==> src/rtl/psc_trigger_pkg.sv <==
// Shared constants and types for the PSC trigger link (transmit and receive sides).
package psc_trigger_pkg;

  localparam logic [7:0] SOP = 8'h3C;
  localparam logic [7:0] EOP = 8'hBC;

  localparam logic [3:0] IDX_SOP    = 4'd0;
  localparam logic [3:0] IDX_STATUS = 4'd1;
  localparam logic [3:0] IDX_CRC    = 4'd8;
  localparam logic [3:0] IDX_EOP    = 4'd9;
  localparam int         PKT_LEN    = 10;

  localparam logic [7:0] CRC_POLY_DEFAULT = 8'h07;

  typedef enum logic [1:0] {
    ST_IDLE,
    ST_SEND,
    ST_GAP
  } state_e;

endpackage

==> src/rtl/psc_trigger_packet_tx_if.sv <==
// Byte stream toward the 8b10b encoder: data, K-flag and valid/ready handshake.
interface psc_trigger_packet_tx_if;

  logic [7:0] tx_data;
  logic       tx_k;
  logic       tx_valid;
  logic       tx_ready;

  modport master (
    output tx_data,
    output tx_k,
    output tx_valid,
    input  tx_ready
  );

  modport slave (
    input  tx_data,
    input  tx_k,
    input  tx_valid,
    output tx_ready
  );

endinterface

==> src/rtl/psc_crc8.sv <==
// One-byte CRC8 step, MSB-first, no reflection, no final XOR.
module psc_crc8
  import psc_trigger_pkg::*;
#(
  parameter logic [7:0] CRC_POLY = CRC_POLY_DEFAULT
) (
  input  logic [7:0] crc_in,
  input  logic [7:0] data_in,
  output logic [7:0] crc_out
);

  logic [7:0] c;

  always_comb begin
    c = crc_in ^ data_in;
    for (int i = 0; i < 8; i++) begin
      c = c[7] ? ((c << 1) ^ CRC_POLY) : (c << 1);
    end
    crc_out = c;
  end

endmodule

==> src/rtl/psc_trigger_packet_tx.sv <==
// PSC trigger packet sequencer: walks the ROM, streams bytes with K-flags,
// substitutes the computed CRC8 and enforces an inter-packet gap.
module psc_trigger_packet_tx
  import psc_trigger_pkg::*;
#(
  parameter logic [7:0]  CRC_POLY   = CRC_POLY_DEFAULT,
  parameter logic [7:0]  CRC_INIT   = 8'h00,
  parameter int unsigned GAP_CYCLES = 4
) (
  input  logic                     clk,
  input  logic                     reset_n,
  input  logic                     start,
  input  logic                     trigger_state,
  output logic [3:0]               rom_address,
  output logic                     rom_is_trigger_state,
  input  logic [7:0]               rom_data,
  psc_trigger_packet_tx_if.master  tx,
  output logic                     busy,
  output logic                     done
);

  localparam int               GAP_W    = (GAP_CYCLES > 1) ? $clog2(GAP_CYCLES) : 1;
  localparam logic [GAP_W-1:0] GAP_LOAD = GAP_W'(GAP_CYCLES - 1);

  state_e           state_q, state_d;
  logic [3:0]       idx_q, idx_d;
  logic [7:0]       crc_q, crc_d;
  logic [GAP_W-1:0] gap_q, gap_d;
  logic             trig_q, trig_d;
  logic             pend_q, pend_d;
  logic             pend_trig_q, pend_trig_d;
  logic             done_q, done_d;
  logic [7:0]       crc_next;

  // Only payload bytes reach the CRC, and for those tx_data is rom_data.
  psc_crc8 #(.CRC_POLY(CRC_POLY)) u_crc (
    .crc_in  (crc_q),
    .data_in (rom_data),
    .crc_out (crc_next)
  );

  always_ff @(posedge clk or negedge reset_n) begin
    if (!reset_n) begin
      state_q     <= ST_IDLE;
      idx_q       <= IDX_SOP;
      crc_q       <= CRC_INIT;
      gap_q       <= '0;
      trig_q      <= 1'b0;
      pend_q      <= 1'b0;
      pend_trig_q <= 1'b0;
      done_q      <= 1'b0;
    end else begin
      state_q     <= state_d;
      idx_q       <= idx_d;
      crc_q       <= crc_d;
      gap_q       <= gap_d;
      trig_q      <= trig_d;
      pend_q      <= pend_d;
      pend_trig_q <= pend_trig_d;
      done_q      <= done_d;
    end
  end

  always_comb begin
    state_d     = state_q;
    idx_d       = idx_q;
    crc_d       = crc_q;
    gap_d       = gap_q;
    trig_d      = trig_q;
    pend_d      = pend_q;
    pend_trig_d = pend_trig_q;
    done_d      = 1'b0;
    tx.tx_valid = 1'b0;
    tx.tx_k     = 1'b0;
    tx.tx_data  = 8'h00;
    rom_address = 4'd0;

    // One-deep request queue; the first request seen while busy wins.
    if ((state_q != ST_IDLE) && start && !pend_q) begin
      pend_d      = 1'b1;
      pend_trig_d = trigger_state;
    end

    case (state_q)
      ST_IDLE: begin
        if (start || pend_q) begin
          state_d = ST_SEND;
          idx_d   = IDX_SOP;
          crc_d   = CRC_INIT;
          trig_d  = pend_q ? pend_trig_q : trigger_state;
          pend_d  = 1'b0;
        end
      end

      ST_SEND: begin
        tx.tx_valid = 1'b1;
        rom_address = idx_q;
        tx.tx_data  = (idx_q == IDX_CRC) ? crc_q : rom_data;
        tx.tx_k     = (idx_q == IDX_SOP) || (idx_q == IDX_EOP);
        if (tx.tx_ready) begin
          if ((idx_q >= IDX_STATUS) && (idx_q < IDX_CRC)) begin
            crc_d = crc_next;
          end
          if (idx_q == IDX_EOP) begin
            state_d = ST_GAP;
            gap_d   = GAP_LOAD;
            idx_d   = IDX_SOP;
            done_d  = 1'b1;
          end else begin
            idx_d = idx_q + 4'd1;
          end
        end
      end

      ST_GAP: begin
        if (gap_q == '0) begin
          state_d = ST_IDLE;
        end else begin
          gap_d = gap_q - 1'b1;
        end
      end

      default: state_d = ST_IDLE;
    endcase
  end

  assign busy                 = (state_q != ST_IDLE);
  assign done                 = done_q;
  assign rom_is_trigger_state = trig_q;

endmodule

==> src/flat_wrapper.sv <==
// flat-port wrapper written by rule: the top's interface ports become plain ports
module psc_trigger_packet_tx_flat import psc_trigger_pkg::*;
#(
  parameter logic [7:0]  CRC_POLY   = CRC_POLY_DEFAULT,
  parameter logic [7:0]  CRC_INIT   = 8'h00,
  parameter int unsigned GAP_CYCLES = 4
)
  (clk, reset_n, start, trigger_state, rom_address, rom_is_trigger_state, rom_data, busy, done, tx_tx_data, tx_tx_k, tx_tx_valid, tx_tx_ready);
  psc_trigger_packet_tx_if tx_i ();
  input  logic clk;
  input  logic reset_n;
  input  logic start;
  input  logic trigger_state;
  output logic [3:0] rom_address;
  output logic rom_is_trigger_state;
  input  logic [7:0] rom_data;
  output logic busy;
  output logic done;
  output wire logic [$bits(tx_i.tx_data)-1:0] tx_tx_data;
  output wire logic [$bits(tx_i.tx_k)-1:0] tx_tx_k;
  output wire logic [$bits(tx_i.tx_valid)-1:0] tx_tx_valid;
  input wire logic [$bits(tx_i.tx_ready)-1:0] tx_tx_ready;
  assign tx_tx_data = tx_i.tx_data;
  assign tx_tx_k = tx_i.tx_k;
  assign tx_tx_valid = tx_i.tx_valid;
  assign tx_i.tx_ready = tx_tx_ready;
  psc_trigger_packet_tx #(.CRC_POLY(CRC_POLY), .CRC_INIT(CRC_INIT), .GAP_CYCLES(GAP_CYCLES)) u_core (.clk(clk), .reset_n(reset_n), .start(start), .trigger_state(trigger_state), .rom_address(rom_address), .rom_is_trigger_state(rom_is_trigger_state), .rom_data(rom_data), .tx(tx_i), .busy(busy), .done(done));
endmodule
==> config.mk <==
export PLATFORM = sky130hd
export DESIGN_NAME = psc_trigger_packet_tx_flat
export DESIGN_NICKNAME = d
export VERILOG_FILES = /design/src/rtl/psc_trigger_pkg.sv /design/src/rtl/psc_trigger_packet_tx_if.sv /design/src/rtl/psc_crc8.sv /design/src/rtl/psc_trigger_packet_tx.sv /design/src/flat_wrapper.sv
export SDC_FILE = /design/constraint.sdc
export NUM_CORES = 1
export LEC_CHECK = 0
export BUFFER_PORTS_ARGS = -buffer_cell sky130_fd_sc_hd__buf_4
export CORE_MARGIN = 4
export CORE_UTILIZATION = 50
export CTS_CLUSTER_SIZE = 10
export DETAILED_ROUTE_END_ITERATION = 8
export PLACE_DENSITY = 0.7
export SYNTH_ARGS = -nofsm -noshare
export SYNTH_HDL_FRONTEND = slang
export SYNTH_SLANG_ARGS = --single-unit
==> constraint.sdc <==
create_clock -name clk -period 1.95 [get_ports clk]
set_input_delay 0.0975 -clock clk [delete_from_list [all_inputs] [get_ports clk]]
set_output_delay 0.0975 -clock clk [all_outputs]
set_load 0.02 [all_outputs]
==> results of run 1 <==
-- how the worst max path moves through the flow --
stage | from | end | slack, ps | cells after the start
floorplan | u_core.crc_q[6] | u_core.crc_q[2] | 160 | 5
global placement | u_core.crc_q[6] | u_core.crc_q[2] | 190 | 4
detailed placement | u_core.crc_q[6] | u_core.crc_q[2] | 140 | 4
CTS | u_core.idx_q[3] | tx_tx_data[3] | 4 | 5
global route | u_core.crc_q[6] | u_core.crc_q[2] | 40 | 4
finish | u_core.crc_q[6] | u_core.crc_q[2] | 100 | 4
-- cells by family after synthesis --
family / Yosys count / synth area share
buffers and inverters: 17 / 0.0711
AO/OA/AOI/OAI: 41 / 0.177
multiplexers: 1 / 0.00752
flip-flops: 20 / 0.334
XOR/XNOR: 20 / 0.186
adder cells (fa/ha/maj): 1 / 0.00836
AND/OR/NAND/NOR: 64 / 0.216
-- state kept, by name (all words and copies together) (netlist names) --
| signal | count |
|---|---|
| u_core.crc_q | 8 |
| u_core.pend_q | 1 |
| u_core.gap_q | 2 |
| u_core.done | 1 |
| u_core.pend_trig_q | 1 |
| u_core.idx_q | 4 |
| u_core.state_q | 2 |
| u_core.rom_is_trigger_state | 1 |
-- cell type report --
cell class	instances	area, sq um	area share
Tap cell	31	38.8	0.0217
Multi-Input combinational cell	127	895	0.501
Inverter	7	26.3	0.0147
Clock inverter	1	30.0	0.0168
Clock buffer	3	22.5	0.0126
Sequential cell	20	502	0.281
Timing Repair Buffer	36	273	0.153
-- power by group through the flow --
stage | Sequential [mW] | Clock, mW | Combinational, mW
floorplan | 0.735 | 0 | 1.76
global placement | 0.810 | 0 | 2.29
detailed placement | 0.820 | 0 | 2.33
CTS | 0.812 | 0.359 | 2.35
global route | 0.858 | 0.374 | 2.58
finish | 0.820 | 0.352 | 2.34
-- critical path, cell delays in order, from the launching register on --
cell and delay [ps]:
dfrtp_1 470, xnor3_2 440, xor3_1 390, or4_1 400
o21ai_0 80
-- per-stage QoR --
stage,setup WS [ps],hold WS (ps),area (sq um),cells
2_1_floorplan,163,-198,1500,164
3_3_place_gp,187,-2.57,1720,220
3_5_place_dp,141,0.167,1720,220
4_1_cts,3.97,18.7,1780,225
5_1_grt,41.3,20.6,1790,225
6_report,102,31.6,1790,225
-- repair_timing --
item / in CTS / in global routing
setup buffers: 0 / 0
setup endpoints to repair: 0 / 8
endpoints found under the hold margin: 20 / 0
gates resized for setup: 0 / 2
hold buffers: 1 / 0
-- cell usage in the layout, fill, tap and decap left out, drive strengths merged, types with 2 or more instances in the layout --
cell type	count
o21bai	2
o211ai	3
nand2b	3
xor3	3
or4	4
clkbuf	3
dfrtp	20
inv	7
nor4	3
nor2b	3
o21ai	11
nand3	3
xor2	4
xnor3	4
a31o	2
a22o	3
nand2	23
and2	3
a21oi	11
xnor2	9
nor2	7
or3	3
nor3	6
nand3b	2
buf	35
-- routing by layer --
metal | part of all wire | up-vias
li1 | - | 639
met1 | 0.46 | 627
met2 | 0.47 | 46
met3 | 0.063 | 2
met4 | 0.0053 | 0
met5 | 0 | -
==> key figures, run 1 <==
Setup path
  • Startpoint Class: register
  • Maximum fanout along the worst path: 6
  • Path depth of the worst reg2reg path: 4
  • Required @ worst endpoint: 2200 ps
  • Critical Path AT: 2100 ps
  • Reg2Reg Setup Slack: 100 ps
  • Reg2reg end: u_core.crc_q[2]
  • WS Path Type: reg2reg
  • R2r startpoint: u_core.crc_q[6]
  • CP Capture Type: register

Final layout
  • Utilization after layout: 0.637
  • Post-layout net count: 209
  • Syn-to-layout area delta: 19.4%
  • Fraction of layout cells with a size suffix above 1: 0.247
  • Number of fill cells: 257
  • ANT cells: 0

Detailed routing
  • Via density: 5.84
  • Total vias in the final route: 1314
  • Detailed Routing Iterations Pass 1: 4
  • Remaining routing DRC violations: 0
  • Final ANT Viol Nets: 0
  • Initial DRC Count: 107
  • Final wirelength: 3570 um
  • Wire per inst: 15.9 um

Yosys
  • Leading area contributor after synthesis: dfrtp_1
  • Commonest cells in the netlist: nand2_1, dfrtp_1, a21oi_1, o21ai_0, xnor2_1
  • Synth top area cells: dfrtp_1, nand2_1, xnor2_1, xnor3_1, a21oi_1
  • Synthesized flop and latch total: 20
  • Post-synth EDFFs: 0
  • Syn nets: 178
  • Ys flop type: dfrtp_1
  • Most common cell in the netlist: nand2_1
  • Cells after Synth: 164
  • Synth top area share: 0.334
  • Asr flop ratio synth: 1.00
  • Cell Area, Synth: 1500 sq um
  • Yosys warns: 0
  • Post-synth cell types: 44
  • Register area share after synthesis: 0.334
  • Avg Cell Area, Syn: 9.12 sq um

Clock tree
  • CTS max path bufs: 2
  • Clk sinks: 20
  • Worst skew pair latency: 310 ps
  • Clock-pin transition on the worst setup and hold timing paths: 130 ps
  • Root buffer cell: clkbuf_4
  • TritonCTS clock tree: yes
  • Htree depth: 1
  • Num CTS Buffers: 3

GRT
  • First-pass GRT wire length: 6230 um
  • Met1 Resource Use GR: 0.264
  • Grt total ovfl: 0
  • Met2 Use GR: 0.325
  • Grt peak-use layer: met2
  • Vias in the first global route: 1296
  • GRT Resource Usage Total: 0.198
  • Initial antenna violation count: 0
  • GR Layer Usage met3: 0.0360
  • Largest net degree at the start of global routing: 21

Timing
  • Fmax: 0.541 GHz
  • Tightest Pin Transition: 404 ps
  • Fin. Hold Viols: 0
  • Fin crit period: 1850 ps
  • Rel. slew slack: 0.729
  • Final Max Slew Viols: 0
  • Total negative setup slack: 0 ps
  • RSZ-0062 raised after global routing: no
  • Fin crit share: 0.947
  • Clock skew: 11.5 ps
  • Final setup fails: 0

Floorplanning
  • Initial core utilization: 0.533
  • Row Count: 19
  • Core box area: 2810 sq um
  • Area of the die: 3930 sq um
  • Die height: 62.7 um
  • I/O pins: 30
  • Die Wd: 62.7 um

Power
  • Leak: 0.831 nW
  • Switching share of power: 0.458
  • Pint: 1.90 mW
  • VDD IR max: 1020 uV
  • Clock share of power: 0.100
  • Total power: 3.51 mW
  • Sequential power share: 0.233
  • Pwr Density: 1970 nW/um^2
  • Combinational Power Share: 0.667
  • Net Switching: 1.61 mW

Min path
  • Hold Crit Depth: 2
  • WHS Endpoint: u_core.pend_trig_q
  • Min-delay src: trigger_state
  • Worst hold path class: in2reg

Placement
  • # port buffers: 29
  • HPWL after detailed placement: 2550 um
  • Routability cong.: 0.880

Status
  • Status: finished clean

Run
  • Max_cap viols: 0
(Power assumes the default switching activity.)
==> run 2: changes to the inputs <==
- CORE_ASPECT_RATIO: default -> 0.75
==> key figures, run 2 (same netlist as run 1, synthesis figures left out) <==
Timing
  • Fmax: 0.551 GHz (was 0.541 GHz)
  • Worst hold margin: 86.9 ps (was 31.6 ps)
  • Fin crit period: 1820 ps (was 1850 ps)
  • Fin. Hold Viols: 0 (unchanged)
  • Fin crit share: 0.931 (was 0.947)
  • Tightest Pin Transition: 402 ps (was 404 ps)
  • Clock skew: 3.74 ps (was 11.5 ps)
  • Rel. slew slack: 0.730 (was 0.729)
  • Final Max Slew Viols: 0 (unchanged)
  • RSZ-0062 raised after global routing: no (unchanged)
  • Final setup fails: 0 (unchanged)
  • Total negative setup slack: 0 ps (unchanged)

GRT
  • First-pass GRT wire length: 6150 um (was 6230 um)
  • Grt total ovfl: 0 (unchanged)
  • Largest net degree at the start of global routing: 21 (unchanged)
  • Initial antenna violation count: 0 (unchanged)
  • Vias in the first global route: 1232 (was 1296)
  • GRT Resource Usage Total: 0.193 (was 0.198)

Setup path
  • Critical-path top delay cell: or3_1 (was dfrtp_1)
  • WS Path Type: reg2out (was reg2reg)
  • Reg2Reg Setup Slack: 190 ps (was 100 ps)
  • Path depth of the worst reg2reg path: 5 (was 4)
  • CP Capture Type: output port (was register)
  • R2r startpoint: u_core.state_q[1] (was u_core.crc_q[6])
  • Reg2reg end: u_core.crc_q[7] (was u_core.crc_q[2])
  • CP max stage delay: 470 ps (about the same)
  • Startpoint Class: register (unchanged)
  • CP startpoint: u_core.idx_q[2] (was u_core.crc_q[6])
  • Worst setup path end: tx_tx_data[7] (was u_core.crc_q[2])
  • Worst path cell trace: nand2b_1, or3_1, nand2_1, a21oi_1, buf_4 (was xnor3_2, xor3_1, or4_1, o21ai_0)
  • Maximum fanout along the worst path: 8 (was 6)
  • Critical Path AT: 1720 ps (was 2100 ps)
  • Required @ worst endpoint: 1850 ps (was 2200 ps)

Clock tree
  • Root buffer cell: clkbuf_8 (was clkbuf_4)
  • Htree depth: 1 (unchanged)
  • TritonCTS clock tree: yes (unchanged)
  • Worst skew pair latency: 250 ps (was 310 ps)
  • Clk sinks: 20 (unchanged)
  • Num CTS Buffers: 3 (unchanged)
  • CTS max path bufs: 2 (unchanged)
  • Clock-pin transition on the worst setup and hold timing paths: 70 ps (was 130 ps)

Floorplanning
  • I/O pins: 30 (unchanged)
  • Die height: 55.4 um (was 62.7 um)
  • Row Count: 16 (was 19)
  • Initial core utilization: 0.546 (was 0.533)
  • Core box area: 2740 sq um (was 2810 sq um)
  • Die Wd: 71.2 um (was 62.7 um)
  • Area of the die: 3940 sq um (was 3930 sq um)

Power
  • Pwr Density: 1950 nW/um^2 (was 1970 nW/um^2)
  • VDD IR max: 968 uV (was 1020 uV)
  • Combinational Power Share: 0.690 (was 0.667)
  • Sequential power share: 0.222 (was 0.233)
  • Switching share of power: 0.459 (was 0.458)
  • Clock share of power: 0.088 (was 0.100)
  • Pint: 1.92 mW (was 1.90 mW)
  • Leak: 0.842 nW (was 0.831 nW)
  • Net Switching: 1.63 mW (was 1.61 mW)

Final layout
  • Multi-input combinational cell area: 890 sq um (was 895 sq um)
  • Most frequent cells in the layout: buf_4, nand2_1, dfrtp_1, a21oi_1, o21ai_0 (unchanged)
  • Fraction of layout cells with a size suffix above 1: 0.259 (was 0.247)
  • Most common cell after layout, fill and taps aside: buf_4 (unchanged)
  • ANT cells: 0 (unchanged)
  • Number of fill cells: 216 (was 257)
  • Syn-to-layout area delta: 21.4% (was 19.4%)
  • Largest registers: u_core.crc_q (8), u_core.idx_q (4) (unchanged)
  • Largest Register: u_core.crc_q (unchanged)
  • Post-layout net count: 212 (was 209)
  • Largest register FFs: 8 (unchanged)
  • Register area: 502 sq um (unchanged)

Min path
  • Worst hold path class: in2reg (unchanged)
  • Hold Crit Depth: 2 (unchanged)

Status
  • Status: finished clean (unchanged)

Detailed routing
  • Detailed Routing Iterations Pass 1: 4 (unchanged)
  • Final ANT Viol Nets: 0 (unchanged)
  • Via density: 5.61 (was 5.84)
  • Final wirelength: 3570 um (about the same)
  • Total vias in the final route: 1307 (was 1314)
  • Initial DRC Count: 77 (was 107)
  • Remaining routing DRC violations: 0 (unchanged)
  • Wire per inst: 15.3 um (was 15.9 um)

Placement
  • Routability cong.: 0.829 (was 0.880)
  • # port buffers: 29 (unchanged)
  • HPWL after detailed placement: 2780 um (was 2550 um)

Run
  • Max_cap viols: 0 (unchanged)
## run 2: cell count changes in the layout (fill, tap and decap cells not counted)
cell / before / now
buf_4: 35 / 38
clkbuf_8: 0 / 4
or3_4: 1 / 0
inv_1: 7 / 6
or3_1: 2 / 3
clkinvlp_4: 0 / 1
bufinv_16: 1 / 0
clkbuf_4: 3 / 0
## run 2: repair_timing
| item | CTS | global route |
|---|---|---|
| buffers inserted | 0 | 2 |
| setup endpoints to repair | 0 | 9 |
| hold endpoints to repair | 20 | 0 |
| resized for setup | 0 | 2 |
| hold buffers | 1 | 0 |
## run 2: routing by layer
metal	wire (um)	global-route usage	vias up
met5	0	0	-
met3	189	0.0417	2
met2	1660	0.284	30
li1	-	-	649
met4	8	0.0241	0
met1	1720	0.298	626
## run 2: worst min path at each step
stage	startpoint	slack, ps	to
floorplan	reset_n	-200	u_core.crc_q[0]
global placement	reset_n	-6	u_core.crc_q[5]
detailed placement	reset_n	-5	u_core.crc_q[5]
CTS	trigger_state	80	u_core.pend_trig_q
global route	trigger_state	80	u_core.pend_trig_q
finish	trigger_state	90	u_core.pend_trig_q
## run 2: stage by stage
stage          instances  area [sq um]  setup slack [ps]  power [mW]  utilization
4_1_cts              231          1800              89.4        3.51        0.655
3_5_place_dp         226          1730               196        3.19        0.631
6_report             233          1820               134        3.55        0.662
5_1_grt              233          1820              34.8        3.82        0.662
2_1_floorplan        164          1500               163        2.50            -
3_3_place_gp         226          1730               250        3.11        0.631
## run 2: area by class of cell
class,instances,area share
Clock buffer,4,0.0303
Timing Repair Buffer,39,0.163
Inverter,7,0.0165
Sequential cell,20,0.276
Tap cell,36,0.0248
Multi-Input combinational cell,127,0.490
## run 2: power by group through the flow
stage          clock network, mW  registers, mW  logic [mW]
6_report                   0.313          0.788        2.45
5_1_grt                    0.343          0.820        2.66
4_1_cts                    0.322          0.783        2.40
3_5_place_dp                   0          0.791        2.39
3_3_place_gp                   0          0.780        2.33
2_1_floorplan                  0          0.735        1.76
## run 2: critical path, delay by kind of cell, from the launching register on
kind                   cells  cell delay (ps)
AOI/OAI and AO/OA          1               70
DFF                        1              430
and+or+nand+nor            3              810
buffers and inverters      1              160
==> run 3: changes to the inputs <==
- CORE_MARGIN: 4 -> 3
==> key figures, run 3 (same netlist as run 1, synthesis figures left out) <==
GRT
  • Initial antenna violation count: 0 (unchanged)
  • Vias in the first global route: 1359 (was 1232)
  • GRT Resource Usage Total: 0.228 (was 0.193)
  • First-pass GRT wire length: 6470 um (was 6150 um)
  • Largest net degree at the start of global routing: 21 (unchanged)
  • Grt total ovfl: 0 (unchanged)

Detailed routing
  • Via density: 5.72 (was 5.61)
  • Remaining routing DRC violations: 0 (unchanged)
  • Wire per inst: 16.2 um (was 15.3 um)
  • Detailed Routing Iterations Pass 1: 4 (unchanged)
  • Final wirelength: 3700 um (was 3570 um)
  • Final ANT Viol Nets: 0 (unchanged)
  • Initial DRC Count: 65 (was 77)
  • Total vias in the final route: 1309 (was 1307)

Setup path
  • Critical Path AT: 2020 ps (was 1720 ps)
  • Required @ worst endpoint: 2130 ps (was 1850 ps)
  • Maximum fanout along the worst path: 6 (was 8)
  • WS Path Type: reg2reg (was reg2out)
  • R2r startpoint: u_core.crc_q[6] (was u_core.state_q[1])
  • CP Capture Type: register (was output port)
  • CP startpoint: u_core.crc_q[6] (was u_core.idx_q[2])
  • Startpoint Class: register (unchanged)

Final layout
  • Largest register FFs: 8 (unchanged)
  • Largest Register: u_core.crc_q (unchanged)
  • ANT cells: 0 (unchanged)
  • Fraction of layout cells with a size suffix above 1: 0.238 (was 0.259)
  • Syn-to-layout area delta: 19.0% (was 21.4%)
  • Number of fill cells: 257 (was 216)
  • Most frequent cells in the layout: buf_4, nand2_1, dfrtp_1, a21oi_1, o21ai_0 (unchanged)
  • Most common cell after layout, fill and taps aside: buf_4 (unchanged)
  • Post-layout net count: 209 (was 212)
  • Largest registers: u_core.crc_q (8), u_core.idx_q (4) (unchanged)

Timing
  • Final setup fails: 0 (unchanged)
  • Tightest Pin Transition: 427 ps (was 402 ps)
  • RSZ-0062 raised after global routing: no (unchanged)
  • Final Max Slew Viols: 0 (unchanged)
  • Fin crit period: 1840 ps (was 1820 ps)
  • Fmax: 0.545 GHz (was 0.551 GHz)
  • Rel. slew slack: 0.715 (was 0.730)
  • Total negative setup slack: 0 ps (unchanged)
  • Fin. Hold Viols: 0 (unchanged)
  • Clock skew: 1.55 ps (was 3.74 ps)
  • Fin crit share: 0.941 (was 0.931)

Clock tree
  • TritonCTS clock tree: yes (unchanged)
  • Root buffer cell: clkbuf_8 (unchanged)
  • Worst skew pair latency: 260 ps (was 250 ps)
  • CTS max path bufs: 2 (unchanged)
  • Clock-pin transition on the worst setup and hold timing paths: 70 ps (about the same)
  • Htree depth: 1 (unchanged)
  • Num CTS Buffers: 3 (unchanged)
  • Post-CTS Setup Bufs: 0 (unchanged)
  • Clk sinks: 20 (unchanged)

Placement
  • # port buffers: 29 (unchanged)
  • Routability cong.: 0.806 (was 0.829)
  • HPWL after detailed placement: 2750 um (was 2780 um)

Power
  • Leak: 0.826 nW (was 0.842 nW)
  • Total power: 3.46 mW (was 3.55 mW)
  • VDD IR max: 962 uV (was 968 uV)
  • Pwr Density: 1940 nW/um^2 (was 1950 nW/um^2)

Floorplanning
  • Core box area: 2720 sq um (was 2740 sq um)
  • Area of the die: 3690 sq um (was 3940 sq um)
  • Die Wd: 69.2 um (was 71.2 um)
  • Initial core utilization: 0.550 (was 0.546)
  • Row Count: 16 (unchanged)
  • I/O pins: 30 (unchanged)
  • Die height: 53.4 um (was 55.4 um)

Run
  • Max_cap viols: 0 (unchanged)

Min path
  • Min-delay src: trigger_state (unchanged)
  • Worst hold path class: in2reg (unchanged)

Status
  • Status: finished clean (unchanged)
run 3: changes by cell type in the layout (fill, tap and decap cells not counted), sizes merged:
cell	previous run	this run
inv	6	7
clkbuf	4	3
clkinvlp	1	0
buf	38	35
run 3: path summary, 6_finish.rpt:
| path | end | slack [ps] | cells after the start |
|---|---|---|---|
| max | u_core.crc_q[2] | 110 | 4 |
| min | u_core.pend_trig_q | 80 | 2 |
| max reg2reg | u_core.crc_q[2] | 110 | 4 |
| min reg2reg | u_core.rom_is_trigger_state | 510 | 2 |
| max in group asynchronous | u_core.crc_q[4] | 1480 | 2 |
| min in group asynchronous | u_core.crc_q[0] | 260 | 2 |
run 3: per-stage QoR:
stage | cells | cell area, sq um | utilization | hold WS (ps) | setup slack [ps]
after floorplan | 164 | 1500 | - | -198 | 163
after global placement | 225 | 1720 | 0.633 | -5.09 | 179
after detailed placement | 225 | 1720 | 0.633 | -5.46 | 136
after CTS | 229 | 1780 | 0.652 | 79.1 | 83.1
after global routing | 229 | 1780 | 0.654 | 80.1 | 37.8
final | 229 | 1780 | 0.654 | 84.4 | 115
run 3: routing by layer:
metal	global-route usage	wire length (um)	share of wire
met3	0.0626	243	0.066
met4	0.0649	29	0.0078
met1	0.303	1720	0.47
met2	0.367	1710	0.46
met5	0	0	0
run 3: repair_timing:
item                                   in CTS  in global routing
gates resized for setup                     0                  1
setup endpoints to repair                   0                  2
endpoints found under the hold margin      20                  0
hold buffers                                1                  0
run 3: layout make-up:
class | instances | area (sq um) | share of cell area
Clock buffer | 3 | 41.3 | 0.0232
Tap cell | 36 | 45.0 | 0.0253
Sequential cell | 20 | 500 | 0.281
Multi-Input combinational cell | 127 | 895 | 0.502
Inverter | 7 | 26.3 | 0.0148
Timing Repair Buffer | 36 | 273 | 0.153
run 3: critical path, stage by stage (launching register included):
cell and delay, ps:
dfrtp_1 450, xnor3_2 440, xor3_1 390, or4_1 400, o21ai_0 80
run 3: power breakdown:
group / internal [mW] / total [mW] / switching (mW)
Combinational: 1.11 / 2.39 / 1.29
Clock: 0.138 / 0.271 / 0.134
Sequential: 0.590 / 0.794 / 0.205
Total: 1.84 / 3.46 / 1.62
